**config.mk**
```make
export PLATFORM = sky130hd
export DESIGN_NAME = tc_timer
export DESIGN_NICKNAME = d
export VERILOG_FILES = /design/src/rtl/tc_timer_pkg.sv /design/src/rtl/tc_bus_if.sv /design/src/rtl/tc_timer.sv
export SDC_FILE = /design/constraint.sdc
export NUM_CORES = 1
export LEC_CHECK = 0
export ABC_AREA = 1
export BUFFER_PORTS_ARGS = -buffer_cell sky130_fd_sc_hd__buf_4
export CAP_MARGIN = 20
export CORE_MARGIN = 2
export CORE_UTILIZATION = 61
export CTS_BUF_LIST = sky130_fd_sc_hd__clkbuf_8
export CTS_CLUSTER_SIZE = 28
export DETAILED_ROUTE_END_ITERATION = 8
export GPL_TIMING_DRIVEN = 0
export HOLD_SLACK_MARGIN = 0.15
export PLACE_DENSITY = 0.88
export REMOVE_ABC_BUFFERS = 1
export SLEW_MARGIN = 30
export SYNTH_ARGS = -nofsm -noshare
export SYNTH_HDL_FRONTEND = slang
export SYNTH_SLANG_ARGS = --single-unit
export TNS_END_PERCENT = 20
```
**constraint.sdc**
```tcl
create_clock -name clk -period 6.61 [get_ports clk]
set_clock_uncertainty 0.2 [all_clocks]
set_input_delay 1.322 -clock clk [delete_from_list [all_inputs] [get_ports clk]]
set_output_delay 1.322 -clock clk [all_outputs]
set_load 0.01 [all_outputs]
```
**src/rtl/tc_timer_pkg.sv**
```systemverilog
`default_nettype none
// ============================================================================
// tc_timer_pkg : shared state encodings, register offsets and CTRL fields
//                for the memory-mapped countdown timer.
// Revision     : 1.0
// ============================================================================
package tc_timer_pkg;

  typedef enum logic [1:0] {
    ST_IDLE = 2'd0,
    ST_LOAD = 2'd1,
    ST_CNT  = 2'd2,
    ST_INT  = 2'd3
  } state_e;

  localparam logic [1:0] REG_CTRL   = 2'd0;
  localparam logic [1:0] REG_PRESET = 2'd1;
  localparam logic [1:0] REG_COUNT  = 2'd2;

  localparam int CTRL_W        = 4;
  localparam int CTRL_EN       = 0;
  localparam int CTRL_MODE_LSB = 1;
  localparam int CTRL_IM       = 3;

  localparam logic [1:0] MODE_ONESHOT = 2'b00;
  localparam logic [1:0] MODE_AUTO    = 2'b01;

  // Codes 1x fall back to one-shot, so only the exact auto-reload code reloads.
  function automatic logic is_auto(input logic [CTRL_W-1:0] ctrl);
    return (ctrl[CTRL_MODE_LSB +: 2] == MODE_AUTO);
  endfunction

endpackage
`default_nettype wire

```
**src/rtl/tc_bus_if.sv**
```systemverilog
`default_nettype none
// ============================================================================
// tc_bus_if : address decode, byte-lane write merge and read mux for tc_timer.
//             Byte-lane writes are enabled by defining TC_BYTE_WRITE_EN.
// Revision  : 1.0
// ============================================================================
module tc_bus_if
  import tc_timer_pkg::*;
#(
  parameter logic [31:0] BASE_ADDR = 32'h0000_7F00
) (
  input  logic [31:0]       addr,
  input  logic              we,
  input  logic [3:0]        byteen,
  input  logic [31:0]       wdata,
  input  logic [CTRL_W-1:0] ctrl,
  input  logic [31:0]       preset,
  input  logic [31:0]       count,
  output logic              hit,
  output logic [31:0]       rdata,
  output logic              wr_ctrl,
  output logic              wr_preset,
  output logic [CTRL_W-1:0] ctrl_wdata,
  output logic [31:0]       preset_wdata
);

  logic [1:0] sel;
  logic       wr_any;
  logic       unused_addr_bits;

  assign hit              = (addr[31:4] == BASE_ADDR[31:4]);
  assign sel              = addr[3:2];
  assign wr_any           = we & hit & (byteen != 4'b0000);
  assign wr_ctrl          = wr_any & (sel == REG_CTRL);
  assign wr_preset        = wr_any & (sel == REG_PRESET);
  assign unused_addr_bits = ^addr[1:0];

`ifdef TC_BYTE_WRITE_EN
  for (genvar i = 0; i < 4; i++) begin : g_lane
    assign preset_wdata[8*i +: 8] = byteen[i] ? wdata[8*i +: 8] : preset[8*i +: 8];
  end
  // All implemented CTRL bits live in lane 0.
  assign ctrl_wdata = byteen[0] ? wdata[CTRL_W-1:0] : ctrl;
`else
  assign preset_wdata = wdata;
  assign ctrl_wdata   = wdata[CTRL_W-1:0];
`endif

  always_comb begin
    rdata = 32'h0;
    if (hit) begin
      case (sel)
        REG_CTRL:   rdata = {{(32-CTRL_W){1'b0}}, ctrl};
        REG_PRESET: rdata = preset;
        REG_COUNT:  rdata = count;
        default:    rdata = 32'h0;
      endcase
    end
  end

endmodule
`default_nettype wire

```
**src/rtl/tc_timer.sv**
```systemverilog
`default_nettype none
// ============================================================================
// tc_timer : memory-mapped countdown timer with one-shot / auto-reload modes
//            and a maskable interrupt. Optional macro: TC_BYTE_WRITE_EN.
// Revision : 1.0
// ============================================================================
module tc_timer
  import tc_timer_pkg::*;
#(
  parameter logic [31:0] BASE_ADDR = 32'h0000_7F00
) (
  input  logic        clk,
  input  logic        reset,
  input  logic [31:0] addr,
  input  logic        we,
  input  logic [3:0]  byteen,
  input  logic [31:0] wdata,
  output logic [31:0] rdata,
  output logic        hit,
  output logic        irq
);

  state_e            state_q, state_d;
  logic [CTRL_W-1:0] ctrl_q, ctrl_d;
  logic [31:0]       preset_q, preset_d;
  logic [31:0]       count_q, count_d;
  logic              pending_q, pending_d;

  logic              wr_ctrl, wr_preset;
  logic [CTRL_W-1:0] ctrl_wdata;
  logic [31:0]       preset_wdata;

  tc_bus_if #(
    .BASE_ADDR (BASE_ADDR)
  ) u_bus_if (
    .addr         (addr),
    .we           (we),
    .byteen       (byteen),
    .wdata        (wdata),
    .ctrl         (ctrl_q),
    .preset       (preset_q),
    .count        (count_q),
    .hit          (hit),
    .rdata        (rdata),
    .wr_ctrl      (wr_ctrl),
    .wr_preset    (wr_preset),
    .ctrl_wdata   (ctrl_wdata),
    .preset_wdata (preset_wdata)
  );

  always_comb begin
    state_d   = state_q;
    ctrl_d    = ctrl_q;
    preset_d  = preset_q;
    count_d   = count_q;
    pending_d = pending_q;

    // Hardware EN clear first so a same-cycle software CTRL write overrides it.
    if (state_q == ST_INT && !is_auto(ctrl_q)) ctrl_d[CTRL_EN] = 1'b0;
    if (wr_ctrl)   ctrl_d   = ctrl_wdata;
    if (wr_preset) preset_d = preset_wdata;

    case (state_q)
      ST_IDLE: begin
        if (ctrl_d[CTRL_EN]) state_d = ST_LOAD;
      end
      ST_LOAD: begin
        count_d   = preset_q;
        pending_d = 1'b0;
        state_d   = ST_CNT;
      end
      ST_CNT: begin
        if (!ctrl_d[CTRL_EN]) begin
          state_d = ST_IDLE;
        end else if (count_q > 32'd1) begin
          count_d = count_q - 32'd1;
        end else begin
          count_d = 32'd0;
          state_d = ST_INT;
        end
      end
      ST_INT: begin
        pending_d = 1'b1;
        state_d   = is_auto(ctrl_q) ? ST_LOAD : ST_IDLE;
      end
      default: state_d = ST_IDLE;
    endcase

    if (wr_ctrl) pending_d = 1'b0;
  end

  always_ff @(posedge clk or posedge reset) begin
    if (reset) begin
      state_q   <= ST_IDLE;
      ctrl_q    <= '0;
      preset_q  <= 32'h0;
      count_q   <= 32'h0;
      pending_q <= 1'b0;
    end else begin
      state_q   <= state_d;
      ctrl_q    <= ctrl_d;
      preset_q  <= preset_d;
      count_q   <= count_d;
      pending_q <= pending_d;
    end
  end

  assign irq = pending_q & ctrl_q[CTRL_IM];

endmodule
`default_nettype wire

```
==> metrics.yaml, run 1 <==
clock_network:
  cts_buffers: 9
  cts.sinks: 71
  cts_buffer_depth: 2
  ctsResizeCount: 0
  clock_latency_ns: 0.36
  postCtsSetupRepairBufs: 0
  clk_pin_slew_ns: 0.08
  ctsHoldBuffers: 0
  h-tree-depth: 3
  cts-root-buf: "clkbuf_8"
  cts_tree: "done"
timing:
  max-slew-margin-rel: 0.5180
  setup_viol: 0
  fin_crit_ns: 4.143
  hold_viol: 0
  worstMarginPinSlew_ns: 0.7204
  rsz0062_at_grt: "no"
  finalSetupTns_ns: 0
  slew_violations: 0
  max_clock_freq_mhz: 241.4
  finalCritPeriodShare: 0.6268
yosys:
  synth_seq_cells: 71
  synth.most_common_cell: "nand2_1"
  yosysTopAreaCellShare: 0.3769
  ys_seq_area_frac: 0.3769
  synthTopCellsByCount: "248 x nand2_1, 80 x nor2_1, 71 x dfrtp_1"
  yosys_warnings: 0
  synth_async_sr_flop_share: 1.000
  yosys.area.top_type: "dfrtp_1"
  synth_area_um2: 4715
  synth_cell_type_count: 33
  postSynthAreaPerCell_um2: 7.016
  synthCells: 672
  synth_top_cells_by_area: "dfrtp_1 38%, nand2_1 20%, nor2_1 6.4%"
  synth-edff-count: 0
  ys.flop_type: "dfrtp_1"
placement:
  placed_cells: 852
  io_buffers: 102
  place_congestion: 0.9179
  hpwlAfterDp_mm: 9.383
critical_path:
  crit_slowest_cell: "inv_2"
  critPathLaunchType: "primary input"
  path_cells: "buf_4 -> nor2_1 -> nand2_1 -> nor2_1 -> nand2_2 -> nor2_8 -> inv_2 -> a31oi_1 -> buf_4"
  worst-setup-path-type: "in -> out"
  reg2reg_depth: 11
  required_ns: 5.09
  endpoint_kind: "output pin"
  cp.arrival_ns: 2.62
  max_stage_delay_ns: 0.25
  rr_endpoint: "count_q[18]$_DFFE_PP0P_"
  critPathLaunch: "addr[25]"
  r2r-start: "count_q[0]$_DFFE_PP0P_"
  endpoint: "rdata[1]"
  critPathMaxFanout: 32
  r2r_setup_slack_ns: 3.96
floorplan:
  core_area_um2: 7607
  die_w_um: 91.92
  dieArea_um2: 8448
  start_util: 0.6197
  num_rows: 32
  pin_count: 105
  die_h_um: 91.92
drt:
  vias: 4832
  drtAntennaViolNets: 0
  drt_first_iter_violations: 314
  viasPerCell: 5.567
  drc: 0
  wl_per_cell_um: 15.09
  wirelength_mm: 13.10
  drtPass1Iterations: 5
power:
  leakage_nw: 3.142
  powerDensity_nw_per_um2: 141.9
  ir_drop_v: 0.0001099
global_routing:
  grt_remaining_overflow: 0
  grt_usage: 0.3281
  grt_pass1_wl_mm: 22.59
  grt_max_degree: 43
  grt_pass1_vias: 4933
  antenna_found_initial: 0
final_layout:
  drive_gt1_frac: 0.2050
  diodes: 0
  fin_cells: 868
  syn2layout_area_growth_pct: 20.70
  final_nets: 834
  final.fill_count: 598
min_path:
  min_path_type: "reg -> reg"
  hp-start: "preset_q[3]$_DFFE_PP0P_"
flow_run:
  cap_viol_max_count: 0
run_status:
  outcome: "completed"
[cell type report]
| class | instances | area (um2) | area share |
|---|---|---|---|
| multi-input cells | 527 | 2630 | 0.4622 |
| inverters | 48 | 182.7 | 0.03210 |
| repair buffers | 104 | 800.8 | 0.1407 |
| clock inverters | 7 | 48.80 | 0.008575 |
| flip-flops and latches | 71 | 1777 | 0.3122 |
| well taps | 102 | 127.6 | 0.02243 |
| clock buffers | 9 | 123.9 | 0.02177 |
[through the flow]
stage	hold WS, ns	total power [mW]	area [um2]	worst slack [ns]	util
floorplan	0.2530	0.4594	4577	2.167	-
global placement	0.2723	0.4942	5470	1.236	0.7191
detailed placement	0.2804	0.4993	5518	2.209	0.7253
CTS	0.2996	0.8076	5690	2.207	0.7480
global route	0.3232	0.8307	5690	2.308	0.7480
finish	0.3039	0.8076	5690	2.467	0.7480
[sequential cells by signal, indices dropped and copies added, names as in the netlist]
| name | flops |
|---|---|
| preset_q | 32 |
| ctrl_q | 4 |
| count_q | 32 |
| state_q | 2 |
| pending_q | 1 |
[per-layer routing]
layer / GRT usage / wire (um) / vias up
li1: - / - / 2314
met1: 0.4254 / 5637 / 2282
met2: 0.5668 / 6403 / 212
met3: 0.05259 / 861 / 24
met4: 0.09826 / 196 / 0
met5: 0 / 0 / -
[where the power goes]
| group | total, mW | switching, mW | internal [mW] |
|---|---|---|---|
| combinational | 0.0563 | 0.0260 | 0.0303 |
| clock | 0.317 | 0.181 | 0.136 |
| sequential | 0.434 | 0.0000000110 | 0.434 |
| total | 0.808 | 0.207 | 0.600 |
[kinds of logic (layout without fill, tap and decap cells)]
group,Yosys count,count (layout),share of synthesized area
DFF,71,71,0.3769
muxes,28,28,0.06688
xor gates and xnor gates,21,21,0.03901
AOI/OAI and AO/OA,75,75,0.08519
buffers and inverters,74,168,0.06741
adders and majority gates,2,2,0.005307
and+or+nand+nor,401,401,0.3593
[how the worst min path moves through the flow]
stage / to / slack [ns] / cells after the start
5_1_grt: preset_q[3]$_DFFE_PP0P_ / 0.32 / 2
2_1_floorplan: preset_q[2]$_DFFE_PP0P_ / 0.25 / 2
3_3_place_gp: preset_q[2]$_DFFE_PP0P_ / 0.27 / 2
6_report: preset_q[3]$_DFFE_PP0P_ / 0.30 / 2
3_5_place_dp: preset_q[3]$_DFFE_PP0P_ / 0.28 / 2
4_1_cts: preset_q[3]$_DFFE_PP0P_ / 0.30 / 2
[critical path, delay by kind of cell]
kind                   cells  cell delay (ns)
AND/OR/NAND/NOR            5             0.53
buffers and inverters      3             0.51
AO/OA/AOI/OAI              1             0.24
[placed cells by master (no fill, tap or decap), drive strengths merged]
cell type	instances
and2	4
nand4	6
nand3b	2
a21boi	1
o22ai	4
clkinvlp	3
o21ai	32
buf	104
nor2	83
o21bai	5
a21oi	31
nand2	252
clkinv	2
xnor2	4
dfrtp	71
a31oi	2
clkbuf	9
inv	50
nand3	54
xor2	17
mux2	28
ha	2
No activity file was read; power rests on OpenSTA's default activity.
==> inputs of run 2 (changes only) <==
--- a/config.mk
+++ b/config.mk
@@ -9,13 +9,13 @@
 export BUFFER_PORTS_ARGS = -buffer_cell sky130_fd_sc_hd__buf_4
 export CAP_MARGIN = 20
 export CORE_MARGIN = 2
-export CORE_UTILIZATION = 61
+export CORE_UTILIZATION = 51
 export CTS_BUF_LIST = sky130_fd_sc_hd__clkbuf_8
 export CTS_CLUSTER_SIZE = 28
 export DETAILED_ROUTE_END_ITERATION = 8
 export GPL_TIMING_DRIVEN = 0
 export HOLD_SLACK_MARGIN = 0.15
-export PLACE_DENSITY = 0.88
+export PLACE_DENSITY = 0.79
 export REMOVE_ABC_BUFFERS = 1
 export SLEW_MARGIN = 30
 export SYNTH_ARGS = -nofsm -noshare
==> constraint.sdc (replaced) <==
create_clock -name clk -period 3.4 [get_ports clk]
set_clock_uncertainty 0.2 [all_clocks]
set_input_delay 0.68 -clock clk [delete_from_list [all_inputs] [get_ports clk]]
set_output_delay 0.68 -clock clk [all_outputs]
set_load 0.01 [all_outputs]
==> run 2 against run 1 <==
Against the previous run: flip-flop and latch count unchanged; power up 110%; core utilization down 12 points; combinational power up 94%; non-clock buffer count up 1; sequential share of layout area down 0.39 points; sequential power up 94%; hold slack better by 0.013 ns; cell count up 1.2%; wire length down 4.7%; register-to-register slack worse by 3.1 ns; largest power group unchanged.
==> metrics.yaml, run 2 (same netlist as run 1, synthesis figures left out) <==
timing:
  fin_crit_ns: 3.118
  max-slew-margin-rel: 0.3925  # was 0.5180
  max_clock_freq_mhz: 320.8
  setup_viol: 0  # unchanged
  hold_viol: 0  # unchanged
  worstMarginPinSlew_ns: 0.9056  # was 0.7204 ns
  slew_violations: 0  # unchanged
  rsz0062_at_grt: "no"  # unchanged
  finalCritPeriodShare: 0.9169
  hold_slack_ns: 0.3166  # was 0.3039 ns
global_routing:
  antenna_found_initial: 0  # unchanged
  grt_pass1_vias: 4633  # was 4933
  grt_max_degree: 40  # was 43
  grt_remaining_overflow: 0  # unchanged
  grt_pass1_wl_mm: 21.33  # was 22.59 mm
  grt_usage: 0.2617  # was 0.3281
clock_network:
  clk_pin_slew_ns: 0.08  # about the same
  cts_buffer_depth: 2  # unchanged
  clock_latency_ns: 0.35  # was 0.36 ns
  cts-root-buf: "clkbuf_8"  # unchanged
  postCtsSetupRepairBufs: 0  # unchanged
  cts_tree: "done"  # unchanged
  h-tree-depth: 3  # unchanged
  ctsResizeCount: 0  # unchanged
  cts_buffers: 9  # unchanged
  cts.sinks: 71  # unchanged
drt:
  drtAntennaViolNets: 0  # unchanged
  vias: 4665  # was 4832
  drt_first_iter_violations: 317  # was 314
  wirelength_mm: 12.49  # was 13.10 mm
  drc: 0  # unchanged
  wl_per_cell_um: 14.22  # was 15.09 um
  viasPerCell: 5.313  # was 5.567
  drtPass1Iterations: 5  # unchanged
final_layout:
  drive_gt1_frac: 0.2021  # was 0.2050
  finalCoreUtilization: 0.6327  # was 0.7480
  stdcell_area_um2: 5763  # was 5690 um2
  diodes: 0  # unchanged
  multiInputGateArea_um2: 2630  # unchanged
  final_cell_mix: "247 x nand2_1, 102 x buf_4, 79 x nor2_1, 71 x dfrtp_1, 49 x nand3_1"  # unchanged
  final_nets: 835  # was 834
  top_regs: "count_q (32), preset_q (32), ctrl_q (4)"  # unchanged
  seqCellArea_um2: 1777  # unchanged
  final_common_cell: "nand2_1"  # unchanged
  fin_cells: 878  # was 868
  final.fill_count: 834  # was 598
  syn2layout_area_growth_pct: 22.24  # was 20.70%
placement:
  io_buffers: 102  # unchanged
  place_congestion: 0.8957  # was 0.9179
  placed_area_um2: 5529  # was 5518 um2
  hpwlAfterDp_mm: 9.057  # was 9.383 mm
  placed_cells: 861  # was 852
critical_path:
  critical_path_depth: 7  # was 9
  critPathTopFamily: "buffers and inverters"  # was simple AND/OR/NAND/NOR gates
  r2r-start: "state_q[0]$_DFFE_PP0P_"  # was count_q[0]$_DFFE_PP0P_
  path_cells: "buf_4 -> inv_1 -> nand2_1 -> clkinv_1 -> nand2_1 -> a21oi_1 -> buf_4"  # was buf_4 -> nor2_1 -> nand2_1 -> nor2_1 -> nand2_2 -> nor2_8 -> inv_2 -> a31oi_1 -> buf_4
  worst-setup-path-type: "in -> out"  # unchanged
  crit_slowest_cell: "clkinv_1"  # was inv_2
  critPathLaunch: "addr[2]"  # was addr[25]
  reg2reg_depth: 7  # was 11
  max_stage_delay_ns: 0.73  # was 0.25 ns
  cp.arrival_ns: 2.24  # was 2.62 ns
  rr_endpoint: "count_q[26]$_DFFE_PP0P_"  # was count_q[18]$_DFFE_PP0P_
  required_ns: 2.52  # was 5.09 ns
  r2r_setup_slack_ns: 0.83  # was 3.96 ns
  critPathMaxFanout: 30  # was 32
  endpoint_kind: "output pin"  # unchanged
  critPathLaunchType: "primary input"  # unchanged
  endpoint: "rdata[5]"  # was rdata[1]
  worst-path-buf-inv: 4  # was 3
floorplan:
  start_util: 0.5176  # was 0.6197
  dieArea_um2: 10030  # was 8448 um2
  die_w_um: 100.1  # was 91.92 um
  core_area_um2: 9109  # was 7607 um2
  die_h_um: 100.1  # was 91.92 um
  num_rows: 35  # was 32
  pin_count: 105  # unchanged
power:
  powerDensity_nw_per_um2: 298.9  # was 141.9 nW/um2
  ir_drop_v: 0.0002332  # was 0.0001099 V
  leakage_nw: 3.181  # was 3.142 nW
flow_run:
  cap_viol_max_count: 0  # unchanged
min_path:
  min_path_type: "reg -> reg"  # unchanged
run_status:
  outcome: "completed"  # unchanged
run 2: area by class of cell:
type	count	area share
Clock inverter	5	0.01259
Clock buffer	11	0.02627
Timing Repair Buffer	105	0.1407
Sequential cell	71	0.3083
Inverter	48	0.03170
Tap cell	111	0.02410
Multi-Input combinational cell	527	0.4564
run 2: report_power, final:
part           total [mW]  internal, mW  leakage, nW  switching [mW]
logic               0.109        0.0595         2.07          0.0499
registers           0.844         0.844        0.987    0.0000000220
clock network       0.769         0.447        0.122           0.322
total                1.72          1.35         3.18           0.372
run 2: metrics by stage:
step	worst slack, ns	TNS [ns]	power, mW
floorplan	0.2408	0	0.8931
global placement	-0.9409	-54.26	0.9609
detailed placement	0.3320	0	0.9704
CTS	0.3101	0	1.732
global route	0.1271	0	1.778
finish	0.2824	0	1.723
run 2: layer usage:
layer  GRT usage  part of all wire  vias up
li1            -                 -     2325
met1      0.3492              0.45     2178
met2      0.4461              0.48      148
met3     0.04109             0.051       14
met4     0.06744             0.013        0
met5           0                 0        -
run 2: what timing repair did:
| action | CTS | global route |
|---|---|---|
| hold buffers | 1 | 0 |
| setup endpoints to repair | 0 | 0 |
| hold endpoints to repair | 6 | 0 |
run 2: worst min-delay path by stage:
| stage | slack, ns | to | cells after the start | start |
|---|---|---|---|---|
| finish | 0.32 | preset_q[3]$_DFFE_PP0P_ | 2 | preset_q[3]$_DFFE_PP0P_ |
| global route | 0.33 | preset_q[31]$_DFFE_PP0P_ | 2 | wdata[31] |
| CTS | 0.32 | preset_q[3]$_DFFE_PP0P_ | 2 | preset_q[3]$_DFFE_PP0P_ |
| detailed placement | 0.29 | preset_q[2]$_DFFE_PP0P_ | 2 | preset_q[2]$_DFFE_PP0P_ |
| global placement | 0.28 | preset_q[2]$_DFFE_PP0P_ | 2 | preset_q[2]$_DFFE_PP0P_ |
| floorplan | 0.25 | preset_q[2]$_DFFE_PP0P_ | 2 | preset_q[2]$_DFFE_PP0P_ |
run 2: worst min-delay path, cell delays in order (launching register included):
cell     delay [ns]
dfrtp_1        0.36
nand2_1        0.06
o21ai_0        0.06
==> inputs of run 3 (changes only) <==
--- a/config.mk
+++ b/config.mk
@@ -9,13 +9,12 @@
 export BUFFER_PORTS_ARGS = -buffer_cell sky130_fd_sc_hd__buf_4
 export CAP_MARGIN = 20
 export CORE_MARGIN = 2
-export CORE_UTILIZATION = 51
+export CORE_UTILIZATION = 30
 export CTS_BUF_LIST = sky130_fd_sc_hd__clkbuf_8
 export CTS_CLUSTER_SIZE = 28
 export DETAILED_ROUTE_END_ITERATION = 8
 export GPL_TIMING_DRIVEN = 0
 export HOLD_SLACK_MARGIN = 0.15
-export PLACE_DENSITY = 0.79
 export REMOVE_ABC_BUFFERS = 1
 export SLEW_MARGIN = 30
 export SYNTH_ARGS = -nofsm -noshare
==> constraint.sdc (replaced) <==
create_clock -name clk -period 3.4 [get_ports clk]
set_clock_uncertainty 0.2 [all_clocks]
set_input_delay 0.34 -clock clk [delete_from_list [all_inputs] [get_ports clk]]
set_output_delay 0.34 -clock clk [all_outputs]
set_load 0.01 [all_outputs]
==> run 3 against run 2 <==
Against the previous run: critical path depth increased by 4; wire length increased by 1.5%; largest power group unchanged; worst setup slack improved by 0.58 ns; register-to-register slack improved by 0.03 ns.
==> metrics.yaml, run 3 (same netlist as run 1, synthesis figures left out) <==
clock_network:
  clk_pin_slew_ns: 0.08  # about the same
  cts-root-buf: "clkbuf_8"  # unchanged
  cts_tree: "done"  # unchanged
  cts_buffers: 9  # unchanged
  cts_buffer_depth: 2  # unchanged
  cts.sinks: 71  # unchanged
  h-tree-depth: 3  # unchanged
  clock_latency_ns: 0.36  # was 0.35 ns
  postCtsSetupRepairBufs: 0  # unchanged
timing:
  setup_viol: 0  # unchanged
  hold_viol: 0  # unchanged
  worstMarginPinSlew_ns: 0.8640  # was 0.9056 ns
  finalCritPeriodShare: 0.7463  # was 0.9169
  max_clock_freq_mhz: 394.1  # was 320.8 MHz
  slew_violations: 0  # unchanged
  rsz0062_at_grt: "no"  # unchanged
  max-slew-margin-rel: 0.4204  # was 0.3925
  fin_crit_ns: 2.537  # was 3.118 ns
global_routing:
  grt_max_degree: 38  # was 40
  grt_pass1_wl_mm: 21.42  # was 21.33 mm
  antenna_found_initial: 0  # unchanged
  grt_remaining_overflow: 0  # unchanged
  grt_pass1_vias: 4333  # was 4633
  grt_usage: 0.1595  # was 0.2617
drt:
  drtPass1Iterations: 5  # unchanged
  drt_first_iter_violations: 227  # was 317
  wl_per_cell_um: 12.56  # was 14.22 um
  wirelength_mm: 12.67  # was 12.49 mm
  drtAntennaViolNets: 0  # unchanged
  vias: 4560  # was 4665
  drc: 0  # unchanged
  viasPerCell: 4.519  # was 5.313
final_layout:
  final_nets: 867  # was 835
  diodes: 0  # unchanged
  syn2layout_area_growth_pct: 30.28  # was 22.24%
  stdcell_area_um2: 6142  # was 5763 um2
  top_regs: "count_q (32), preset_q (32), ctrl_q (4)"  # unchanged
  final_common_cell: "nand2_1"  # unchanged
  final_cell_mix: "247 x nand2_1, 102 x buf_4, 79 x nor2_1, 71 x dfrtp_1, 49 x nand3_1"  # unchanged
  drive_gt1_frac: 0.1905  # was 0.2021
  finalCoreUtilization: 0.4025  # was 0.6327
critical_path:
  worst-setup-path-type: "reg -> reg"  # was in -> out
  critPathLaunchType: "flop"  # was primary input
  endpoint_kind: "flop"  # was output pin
  critPathMostFrequentCell: "nand2_1"
  max_stage_delay_ns: 0.45  # was 0.73 ns
  crit_slowest_cell: "dfrtp_1"  # was clkinv_1
  critPathMaxFanout: 24  # was 30
  path_cells: "inv_1 -> ha_1 -> nand3_2 -> nor2_4 -> nand2_1 -> nand2_1 -> nand2_1 -> nand2_2 -> o21ai_0 -> nand2_1 -> nand2_1"  # was buf_4 -> inv_1 -> nand2_1 -> clkinv_1 -> nand2_1 -> a21oi_1 -> buf_4
  cp.arrival_ns: 2.59  # was 2.24 ns
  required_ns: 3.45  # was 2.52 ns
power:
  ir_drop_v: 0.0001557  # was 0.0002332 V
  powerDensity_nw_per_um2: 254.6  # was 298.9 nW/um2
  leakage_nw: 3.290  # was 3.181 nW
  total_power_mw: 1.564  # was 1.723 mW
flow_run:
  cap_viol_max_count: 0  # unchanged
run_status:
  outcome: "completed"  # unchanged
min_path:
  min_path_type: "in -> reg"  # was reg -> reg
placement:
  hpwlAfterDp_mm: 9.163  # was 9.057 mm
  placed_area_um2: 5654  # was 5529 um2
  io_buffers: 102  # unchanged
  place_congestion: 0.8745  # was 0.8957
floorplan:
  die_w_um: 129.4  # was 100.1 um
  core_area_um2: 15260  # was 9109 um2
  die_h_um: 129.4  # was 100.1 um
  num_rows: 45  # was 35
  start_util: 0.3090  # was 0.5176
  dieArea_um2: 16730  # was 10030 um2
  pin_count: 105  # unchanged
## run 3: layout make-up
type	instances	area, um2
Clock buffer	10	137.6
Clock inverter	5	20.02
Fill cell	1609	9116
Inverter	48	182.7
Multi-Input combinational cell	527	2630
Sequential cell	71	1777
Tap cell	211	264.0
Timing Repair Buffer	137	1131
## run 3: path summary, 6_finish.rpt
check,start,endpoint,slack [ns],cells after the start
max in group asynchronous,reset,preset_q[20]$_DFFE_PP0P_,2.08,4
worst max-delay path,count_q[0]$_DFFE_PP0P_,count_q[18]$_DFFE_PP0P_,0.86,11
worst min-delay path,addr[2],ctrl_q[3]$_DFFE_PP0P_,0.24,4
min in group asynchronous,reset,preset_q[4]$_DFFE_PP0P_,0.36,3
worst min register to register,preset_q[3]$_DFFE_PP0P_,preset_q[3]$_DFFE_PP0P_,0.30,2
worst max register to register,count_q[0]$_DFFE_PP0P_,count_q[18]$_DFFE_PP0P_,0.86,11
## run 3: stage by stage
stage                     setup TNS (ns)  cells  hold WS, ns  worst slack (ns)
after floorplan                        0    646       0.2530            0.6480
after global placement            -19.65    959       0.2775           -0.6561
after detailed placement               0    961       0.1990            0.6338
after CTS                              0   1009       0.2419            0.6056
after global routing                   0   1009       0.2777            0.6396
final                                  0   1009       0.2409            0.8625
## run 3: where the power goes
part	internal [mW]	switching, mW
combinational	0.0834	0.0544
clock	0.269	0.313
sequential	0.844	0.0000000202
total	1.20	0.367
## run 3: layer usage
layer	up-vias	share of wire	track usage
met1	2045	0.50	0.2242
met4	0	0.014	0.05371
met2	106	0.44	0.2529
li1	2397	-	-
met5	-	0	0
met3	12	0.045	0.02230
## run 3: what timing repair did
action                                 CTS  global route
hold buffers                            33             0
resized for setup                        0             0
endpoints found under the hold margin   69             0
## run 3: worst max-delay path: cells and delay by family, from the launching register on
family,cells,cell delay (ns)
adders and majority gates,1,0.25
and+or+nand+nor,8,1.20
AOI/OAI and AO/OA,1,0.17
DFF,1,0.45
buffers and inverters,1,0.16
